File: src/rtl/seg_pkg.sv
// Shared seven-segment definitions: glyph table, blank pattern, decoder FSM
// states and the pattern-to-hex decode function.
package seg_pkg;

    // Segment patterns are packed {g,f,e,d,c,b,a}; all-off is the blank glyph.
    localparam logic [6:0] SEG_BLANK = 7'h00;

    localparam logic [6:0] SEG_GLYPH [16] = '{
        7'h3F, 7'h06, 7'h5B, 7'h4F,
        7'h66, 7'h6D, 7'h7D, 7'h07,
        7'h7F, 7'h6F, 7'h77, 7'h7C,
        7'h39, 7'h5E, 7'h79, 7'h71
    };

    typedef enum logic [1:0] {
        IDLE   = 2'd0,
        SETTLE = 2'd1,
        COMMIT = 2'd2
    } seg_state_t;

    // Returns {hit, hex}; hit is 0 and hex is 0 when pat is not a glyph.
    function automatic logic [4:0] seg_decode(input logic [6:0] pat);
        logic [4:0] res;
        res = 5'h00;
        for (int i = 0; i < 16; i++) begin
            if (pat == SEG_GLYPH[i]) begin
                res = {1'b1, 4'(i)};
            end
        end
        return res;
    endfunction

endpackage

File: src/rtl/seg_sync2.sv
// Two-flop synchronizer for the seven segment lines, which arrive
// asynchronously to clk.
module seg_sync2 (
    input  logic       clk,
    input  logic       rst_n,
    input  logic [6:0] d,
    output logic [6:0] q
);

    logic [6:0] meta;

    always_ff @(posedge clk or negedge rst_n) begin
        if (!rst_n) begin
            meta <= 7'h00;
            q    <= 7'h00;
        end else begin
            meta <= d;
            q    <= meta;
        end
    end

endmodule

File: src/rtl/seg_pattern_decoder.sv
// Decodes settled seven-segment line patterns back to a hex value.
// Define SEG_ACTIVE_LOW_EN for common-anode (active-low) segment lines.
module seg_pattern_decoder
    import seg_pkg::*;
#(
    parameter int STABLE_CYCLES = 16,
    parameter int CNT_W         = 16
) (
    input  logic       clk,
    input  logic       rst_n,
    input  logic       a,
    input  logic       b,
    input  logic       c,
    input  logic       d,
    input  logic       e,
    input  logic       f,
    input  logic       g,
    output logic [3:0] hex,
    output logic       known,
    output logic       blank,
    output logic       upd,
    output seg_state_t state_dbg
);

    localparam logic [CNT_W-1:0] CNT_MAX = CNT_W'(STABLE_CYCLES - 1);

    logic [6:0]       pat;
    logic [6:0]       s;
    logic [6:0]       cand;
    logic [6:0]       committed;
    logic [CNT_W-1:0] cnt;
    logic [4:0]       dec;
    seg_state_t       state;

`ifdef SEG_ACTIVE_LOW_EN
    assign pat = ~{g, f, e, d, c, b, a};
`else
    assign pat = {g, f, e, d, c, b, a};
`endif

    seg_sync2 u_sync (
        .clk   (clk),
        .rst_n (rst_n),
        .d     (pat),
        .q     (s)
    );

    assign dec       = seg_decode(cand);
    assign state_dbg = state;

    // upd is a valid-only strobe: high for exactly the one cycle spent in
    // COMMIT, with hex/known/blank already carrying the new value; there is
    // no ready, the consumer must take it in that cycle.
    always_ff @(posedge clk or negedge rst_n) begin
        if (!rst_n) begin
            state     <= IDLE;
            cand      <= SEG_BLANK;
            committed <= SEG_BLANK;
            cnt       <= '0;
            hex       <= 4'h0;
            known     <= 1'b0;
            blank     <= 1'b1;
            upd       <= 1'b0;
        end else begin
            upd <= 1'b0;
            case (state)
                IDLE: begin
                    if (s != committed) begin
                        cand  <= s;
                        cnt   <= '0;
                        state <= SETTLE;
                    end
                end
                SETTLE: begin
                    if (s != cand) begin
                        cand <= s;
                        cnt  <= '0;
                    end else if (cnt == CNT_MAX) begin
                        cnt <= '0;
                        // Settling back onto the committed glyph is not an update.
                        if (cand == committed) begin
                            state <= IDLE;
                        end else begin
                            committed <= cand;
                            upd       <= 1'b1;
                            state     <= COMMIT;
                            if (dec[4]) begin
                                hex   <= dec[3:0];
                                known <= 1'b1;
                                blank <= 1'b0;
                            end else begin
                                known <= 1'b0;
                                blank <= (cand == SEG_BLANK);
                            end
                        end
                    end else begin
                        cnt <= cnt + 1'b1;
                    end
                end
                COMMIT: begin
                    state <= IDLE;
                end
                default: begin
                    state <= IDLE;
                end
            endcase
        end
    end

endmodule

File: config.mk
export PLATFORM = sky130hd
export DESIGN_NAME = seg_pattern_decoder
export DESIGN_NICKNAME = d
export VERILOG_FILES = /design/src/rtl/seg_pkg.sv /design/src/rtl/seg_sync2.sv /design/src/rtl/seg_pattern_decoder.sv
export SDC_FILE = /design/constraint.sdc
export NUM_CORES = 1
export LEC_CHECK = 0
export ABC_AREA = 0
export CORE_MARGIN = 4
export CORE_UTILIZATION = 25
export DETAILED_ROUTE_END_ITERATION = 6
export HOLD_SLACK_MARGIN = 0.06
export PLACE_DENSITY = 0.45
export SETUP_SLACK_MARGIN = 0.1
export SLEW_MARGIN = 20
export SYNTH_ARGS = -nofsm -noshare
export SYNTH_HDL_FRONTEND = slang
export SYNTH_SLANG_ARGS = --single-unit
File: constraint.sdc
create_clock -name clk -period 5.6 [get_ports clk]
set_input_delay 1.12 -clock clk [delete_from_list [all_inputs] [get_ports clk]]
set_output_delay 1.12 -clock clk [all_outputs]
set_load 0.1 [all_outputs]
==> results of run 1 <==
## flip-flops by register name, indices dropped and copies added (netlist names)
signal       cells
cand             7
blank            1
committed        7
u_sync.meta      7
upd              1
known            1
state_dbg        2
cnt             16
hex              4
u_sync.q         7
## logic make-up after synthesis
kind of cell    count (synthesis)
compound gates                 48
xor+xnor                       24
fa+ha+maj                       1
buf+inv                        18
flops                          53
mux                            20
simple gates                   84
## metal layers
layer,wire [um],vias up,global-route usage [%],share of wire [%]
li1,-,944,-,-
met1,3024,907,13.87,53
met2,2412,30,13.51,43
met3,134,6,1.583,2.4
met4,102,0,3.325,1.8
met5,0,-,0,0
## how the worst max path moves through the flow
stage               startpoint  slack [ns]  endpoint
floorplan               cnt[5]        2.98    hex[0]
global placement        cnt[5]        2.78    hex[1]
detailed placement      cnt[5]        2.78    hex[1]
CTS                      blank        2.47     blank
global route             blank        2.45     blank
finish                   blank        2.49     blank
## power groups by stage
stage	sequential [uW]	combinational, uW	clock [uW]
after CTS	407	43.2	287
after global placement	415	43.3	0
after detailed placement	415	43.1	0
final	407	42.2	276
after floorplan	403	34.2	0
after global routing	409	48.2	300
## cells in the mapped netlist, types with 2 or more instances
master    count
nor2_1       13
nand3_1       7
a211oi_1      2
o21ai_1       3
clkbuf_1     11
xnor2_1      13
o21ai_0      12
nand3b_1      2
o32ai_1       3
or3_1         7
nand2b_1      2
nor3_1        3
nand4_1       7
dfrtp_1      52
mux2_1        3
nand2_1      13
or4_1         9
a21o_1        2
o31ai_1       5
inv_1         6
nor4bb_1      2
xor2_1       11
and3_1        3
mux2_2       16
nor4_1        7
a21oi_1      13
and4_1        2
## area by class of cell
| class | instances | area, um2 |
|---|---|---|
| Tap cell | 136 | 170.2 |
| Timing Repair Buffer | 18 | 172.7 |
| Clock buffer | 6 | 82.58 |
| Clock inverter | 2 | 37.54 |
| Multi-Input combinational cell | 177 | 1260 |
| Fill cell | 1046 | 7251 |
| Sequential cell | 53 | 1328 |
| Inverter | 6 | 22.52 |
## metrics by stage
stage                     util [%]  worst slack, ns  hold slack (ns)  power [uW]  instance area (um2)
final                        29.77            2.489           0.3549       725.4                 3073
after global routing         29.77            2.448           0.3659       757.6                 3073
after CTS                    29.77            2.471           0.3572       737.2                 3073
after floorplan                  -            2.978           0.3312       436.7                 2655
after detailed placement     28.60            2.781           0.3347       458.0                 2953
after global placement       28.60            2.783           0.3336       458.1                 2953
==> results.txt, run 1 <==
LEAKAGE: 0.001217 uW
Die ar.: 12330 um2
# rows: 37
RSZ-0062 raised after global routing: no
Buf/Inv on CP: 1
non-filler cells, final: 398
HP Start: u_sync.meta[0]
clock skew: 0.01496 ns
RR Endpoint: hex[1]
Cells after DPL: 390
grt total ovfl: 0
ANT nets after route: 0
CP endpoint kind: output port
cells resized by post-CTS repair: 0
EDFF count, synth: 0
Synth Flop Type: dfrtp_1
Post-Synthesis Cells: 248
Gate power share: 5.8%
Clock Path Buffers: 2
CP Launch Type: flip-flop
largest family of logic cells by synthesized area: simple AND/OR/NAND/NOR gates
CTS Buf Count: 5
Synth Area in Simple Gates: 18.52%
Pre-antenna DRT Iters: 4
largest net degree at the start of global routing: 54
Post-Synth XOR/XNOR Area: 7.917%
Via density: 4.741
Netlist cell types: 46
switch share: 23.30%
Reg2Reg Launch Point: cnt[5]
I/O pins: 18
Hold Path Class: flip-flop to flip-flop
HPWL after detailed placement: 3909 um
port bufs: 17
Synth Area in Compound Gates: 12.11%
initial antenna violation count: 0
cts hold-fix bufs: 0
Die H: 111.1 um
Synth-to-Final Area Change: 15.74%
top-area cell type share of the netlist area: 49.01%
critical-path cell list: clkdlybuf4s50_1
flop2flop setup slack: 2.82 ns
Max H-tree Level: 2
clk root buf: clkbuf_8
sequential-to-total area share from yosys stat: 50.00%
setup_tns: 0 ns
drt wl/cell: 14.25 um
R2R cell count: 5
relative slew slack: 34.80%
CTS Sinks: 53
Worst Hold Depth: 0
Tcrit/Tclk final: 55.55%
worst setup path class: flip-flop to output port
CP max stage cell: clkdlybuf4s50_1
Peak VDD IR: 0.0001166 V
Final #Nets: 271
GP Congestion: 0.7431
Max stage delay on crit path: 1.13 ns
Yosys Warn Count: 0
largest cells by area after synthesis: dfrtp_1 (49%), mux2_2 (6.8%), xnor2_1 (4.3%), xor2_1 (3.6%), or4_1 (2.5%)
die span in x: 111.1 um
commonest cells after routing, fill and taps aside: dfrtp_1 (52), mux2_2 (16), clkdlybuf4s50_1 (16)
Max Cap Violations: 0
setup violators final: 0
Starting Density: 25.72%
Reg clk slew, reported paths: 0.11 ns
Max FO, Critical Path: 2
Synth Net Count: 258
status: finished, final reports clean
stages on the worst setup path: 1
CP top delay family: buffers and inverters
synthesized area: 2655 um2
vias in the first global route: 1799
Seq cells post-synth: 53
Clock Power Share: 38.1%
Int Power: 556.4 uW
number of DRC markers in iteration 0: 107
ANT cells: 0
Total Wirelength: 5673 um
Hold EP: u_sync.q[0]
slew of the pin with the lowest slew margin: 0.9749 ns
setup repair bufs after CTS: 0
PwrDens: 236.1 nW/um2
fraction of synthesized area in multiplexers: 8.435%
vias: 1887
sequential cell fraction of total power: 56.1%
gr usage total: 9.313%
syn_area_per_cell: 10.71 um2
Post-route DRC: 0
most common cell after layout, fill and taps aside: dfrtp_1
WP data arrival: 1.99 ns
TritonCTS clock tree: done
final hold vios: 0
worst skew pair latency: 0.31 ns
global-route wire length before repair: 9501 um
post-layout min period: 3.111 ns
Yosys top cell by area: dfrtp_1
fin. max-slew vios: 0
switching power: 169.0 uW
f_max: 321.5 MHz
CORE AREA: 10320 um2
adder-cell area share of the yosys netlist: 0.4713%
async set-reset flop share out of synthesis: 100.0%
WP data required: 4.48 ns
share of cells above drive strength 1: 11.07%
Note: power is estimated with default switching activity, not from simulation.
==> run 2: changes to the inputs <==
--- a/config.mk
+++ b/config.mk
@@ -10,7 +10,7 @@
 export CORE_UTILIZATION = 25
 export DETAILED_ROUTE_END_ITERATION = 6
 export HOLD_SLACK_MARGIN = 0.06
-export PLACE_DENSITY = 0.45
+export PLACE_DENSITY = 0.47
 export SETUP_SLACK_MARGIN = 0.1
 export SLEW_MARGIN = 20
 export SYNTH_ARGS = -nofsm -noshare
==> constraint.sdc (replaced) <==
create_clock -name clk -period 2.5 [get_ports clk]
set_input_delay 0.5 -clock clk [delete_from_list [all_inputs] [get_ports clk]]
set_output_delay 0.5 -clock clk [all_outputs]
set_load 0.1 [all_outputs]
==> run 2 against run 1 <==
Against the previous run:
- the flow now finishes with violations (negative setup slack)
- highest routed layer unchanged
- largest power group unchanged
- hold slack got worse by 0.18 ns
- first-iteration DRC count down 22%
- critical path depth increased by 5
- sequential share of layout area shrank 3.7 points
- sequential cell count unchanged
- clock skew is 0.0070 ns higher
==> results.txt, run 2 (synthesis gave the netlist of run 1 again) <==
RR Endpoint: hex[0]
clk root buf: clkbuf_8
post-layout total power: 1642 uW (+130%)
post-layout min period: 2.601 ns
vias: 2027 (+7.4%)
Max H-tree Level: 2 (unchanged)
ANT cells: 0 (unchanged)
Die ar.: 12330 um2 (unchanged)
final core utilization: 32.65% (+2.9 points)
slew of the pin with the lowest slew margin: 0.5958 ns (-0.3791 ns)
switching power: 402.6 uW (+140%)
share of cells above drive strength 1: 27.36% (+16 points)
Max FO, Critical Path: 5 (+3)
Clock Path Buffers: 2 (unchanged)
flop2flop setup slack: -0.10 ns (-2.92 ns)
initial antenna violation count: 0 (unchanged)
Via density: 4.692 (-1.0%)
switch share: 24.52% (+1.2 points)
Final #Nets: 305 (+13%)
Synth-to-Final Area Change: 26.96%
Gate power share: 7.5% (+1.7 points)
failing checks: negative setup slack
CTS Buf Count: 5 (unchanged)
design area: 3371 um2 (+9.7%)
vias in the first global route: 2063 (+15%)
Int Power: 1240 uW (+120%)
WP data arrival: 2.81 ns (+0.82 ns)
HPWL after detailed placement: 4317 um (+10%)
GP Congestion: 0.8376 (+13%)
fin. max-slew vios: 0 (unchanged)
Clock Power Share: 37.8% (-0.3 points)
TritonCTS clock tree: done
WP data required: 2.71 ns (-1.77 ns)
Hold Path Class: primary input to async pin
Peak VDD IR: 0.0002177 V (+87%)
DP Area: 3209 um2 (+8.7%)
Reg2Reg Launch Point: cnt[11]
Post-route DRC: 0 (unchanged)
RSZ-0062 raised after global routing: yes
Starting Density: 25.72% (unchanged)
I/O pins: 18 (unchanged)
Pre-antenna DRT Iters: 4 (unchanged)
fillers: 1032 (-1.3%)
global-route wire length before repair: 10430 um (+9.8%)
Top reg by flops: cnt
CP endpoint kind: flip-flop
R2R cell count: 6 (+1)
final hold vios: 0 (unchanged)
final hold slack: 0.1761 ns (-0.1788 ns)
number of DRC markers in iteration 0: 83 (-22%)
status: complete, but fails checks
CP Launch Type: flip-flop
PwrDens: 487.2 nW/um2 (+110%)
port bufs: 17 (unchanged)
largest net degree at the start of global routing: 32 (-41%)
sequential cell fraction of total power: 54.7% (-1.4 points)
setup violators final: 4 (+4)
Die H: 111.1 um (unchanged)
Max Cap Violations: 0 (unchanged)
clock skew: 0.02201 ns (+0.007046 ns)
max FFs per register: 16 (unchanged)
# rows: 37 (unchanged)
relative slew slack: 60.28% (+25 points)
worst skew pair latency: 0.32 ns (about the same)
Tcrit/Tclk final: 104.0%
cts hold-fix bufs: 0 (unchanged)
gr usage total: 10.17% (+0.86 points)
most common cell after layout, fill and taps aside: dfrtp_1
Reg clk slew, reported paths: 0.11 ns (about the same)
Total Wirelength: 5942 um (+4.7%)
LEAKAGE: 0.001423 uW (+17%)
pre-CTS setup slack: -0.1652 ns (-2.946 ns)
drt wl/cell: 13.75 um (-3.5%)
grt total ovfl: 0 (unchanged)
die span in x: 111.1 um (unchanged)
Final Worst Setup Slack: -0.1011 ns (-2.591 ns)
ANT nets after route: 0 (unchanged)
worst setup path class: flip-flop to flip-flop
CTS Sinks: 53 (unchanged)
commonest cells after routing, fill and taps aside: dfrtp_1 (50), buf_4 (40), mux2_2 (16)
CORE AREA: 10320 um2 (unchanged)
f_max: 384.4 MHz
-- run 2: cell count changes in the layout (fill, tap and decap cells not counted), sizes merged --
cell,before,now
clkbuf,6,5
inv,6,8
clkinvlp,1,0
clkdlybuf4s50,16,7
buf,2,45
-- run 2: how the worst max path moves through the flow --
stage	start	endpoint	slack, ns	cells past startpoint
after floorplan	cnt[6]	hex[0]	-0.04	5
after global placement	cnt[11]	hex[2]	-0.14	5
after detailed placement	cnt[11]	hex[1]	-0.17	5
after CTS	cnt[11]	hex[2]	-0.15	5
after global routing	cnt[11]	hex[0]	-0.15	6
final	cnt[11]	hex[0]	-0.10	6
-- run 2: routing by layer --
metal / global-route usage (%) / part of all wire [%] / vias up / routed length [um]
met2: 15.86 / 46 / 28 / 2719
met4: 3.001 / 1.4 / 0 / 82
met5: 0 / 0 / - / 0
li1: - / - / 1008 / -
met1: 14.55 / 50 / 984 / 2991
met3: 1.638 / 2.5 / 7 / 148
-- run 2: worst max-delay path, stage by stage (launching register included) --
cell and delay (ns):
dfrtp_1 0.39, or4_4 0.54, or4_4 0.52, or3_4 0.36
a311oi_4 0.22, buf_6 0.16, mux2_4 0.29
-- run 2: timing repair --
action                                  4_1_cts  5_1_grt
buffers inserted                              2        1
pin swaps                                     0        0
endpoints found under the setup margin        9       12
resized for setup                             5        4
-- run 2: layout make-up --
cell class / count / area [um2] / share of cell area (%)
Sequential cell: 53 / 1330 / 39.46
Multi-Input combinational cell: 177 / 1285 / 38.12
Timing Repair Buffer: 52 / 446.7 / 13.25
Tap cell: 136 / 170.2 / 5.048
Clock buffer: 5 / 68.82 / 2.042
Clock inverter: 3 / 47.55 / 1.411
Inverter: 6 / 22.52 / 0.6682
-- run 2: stage by stage --
| stage | TNS [ns] | instances |
|---|---|---|
| finish | -0.3220 | 432 |
| global route | -0.5349 | 432 |
| CTS | -0.5198 | 431 |
| detailed placement | -0.5770 | 422 |
| global placement | -0.4967 | 422 |
| floorplan | -0.1108 | 248 |
-- run 2: power groups by stage --
stage,sequential [uW],clock [uW],combinational (uW)
6_report,898,620,123
5_1_grt,903,676,141
4_1_cts,898,642,126
3_5_place_dp,915,0,125
3_3_place_gp,914,0,125
2_1_floorplan,902,0,76.5
==> run 3: changes to the inputs <==
--- a/config.mk
+++ b/config.mk
@@ -6,6 +6,7 @@
 export NUM_CORES = 1
 export LEC_CHECK = 0
 export ABC_AREA = 0
+export CAP_MARGIN = 25
 export CORE_MARGIN = 4
 export CORE_UTILIZATION = 25
 export DETAILED_ROUTE_END_ITERATION = 6
==> results of run 3 <==
Same layout as run 2: the final DEF is identical, and so are final timing and power.
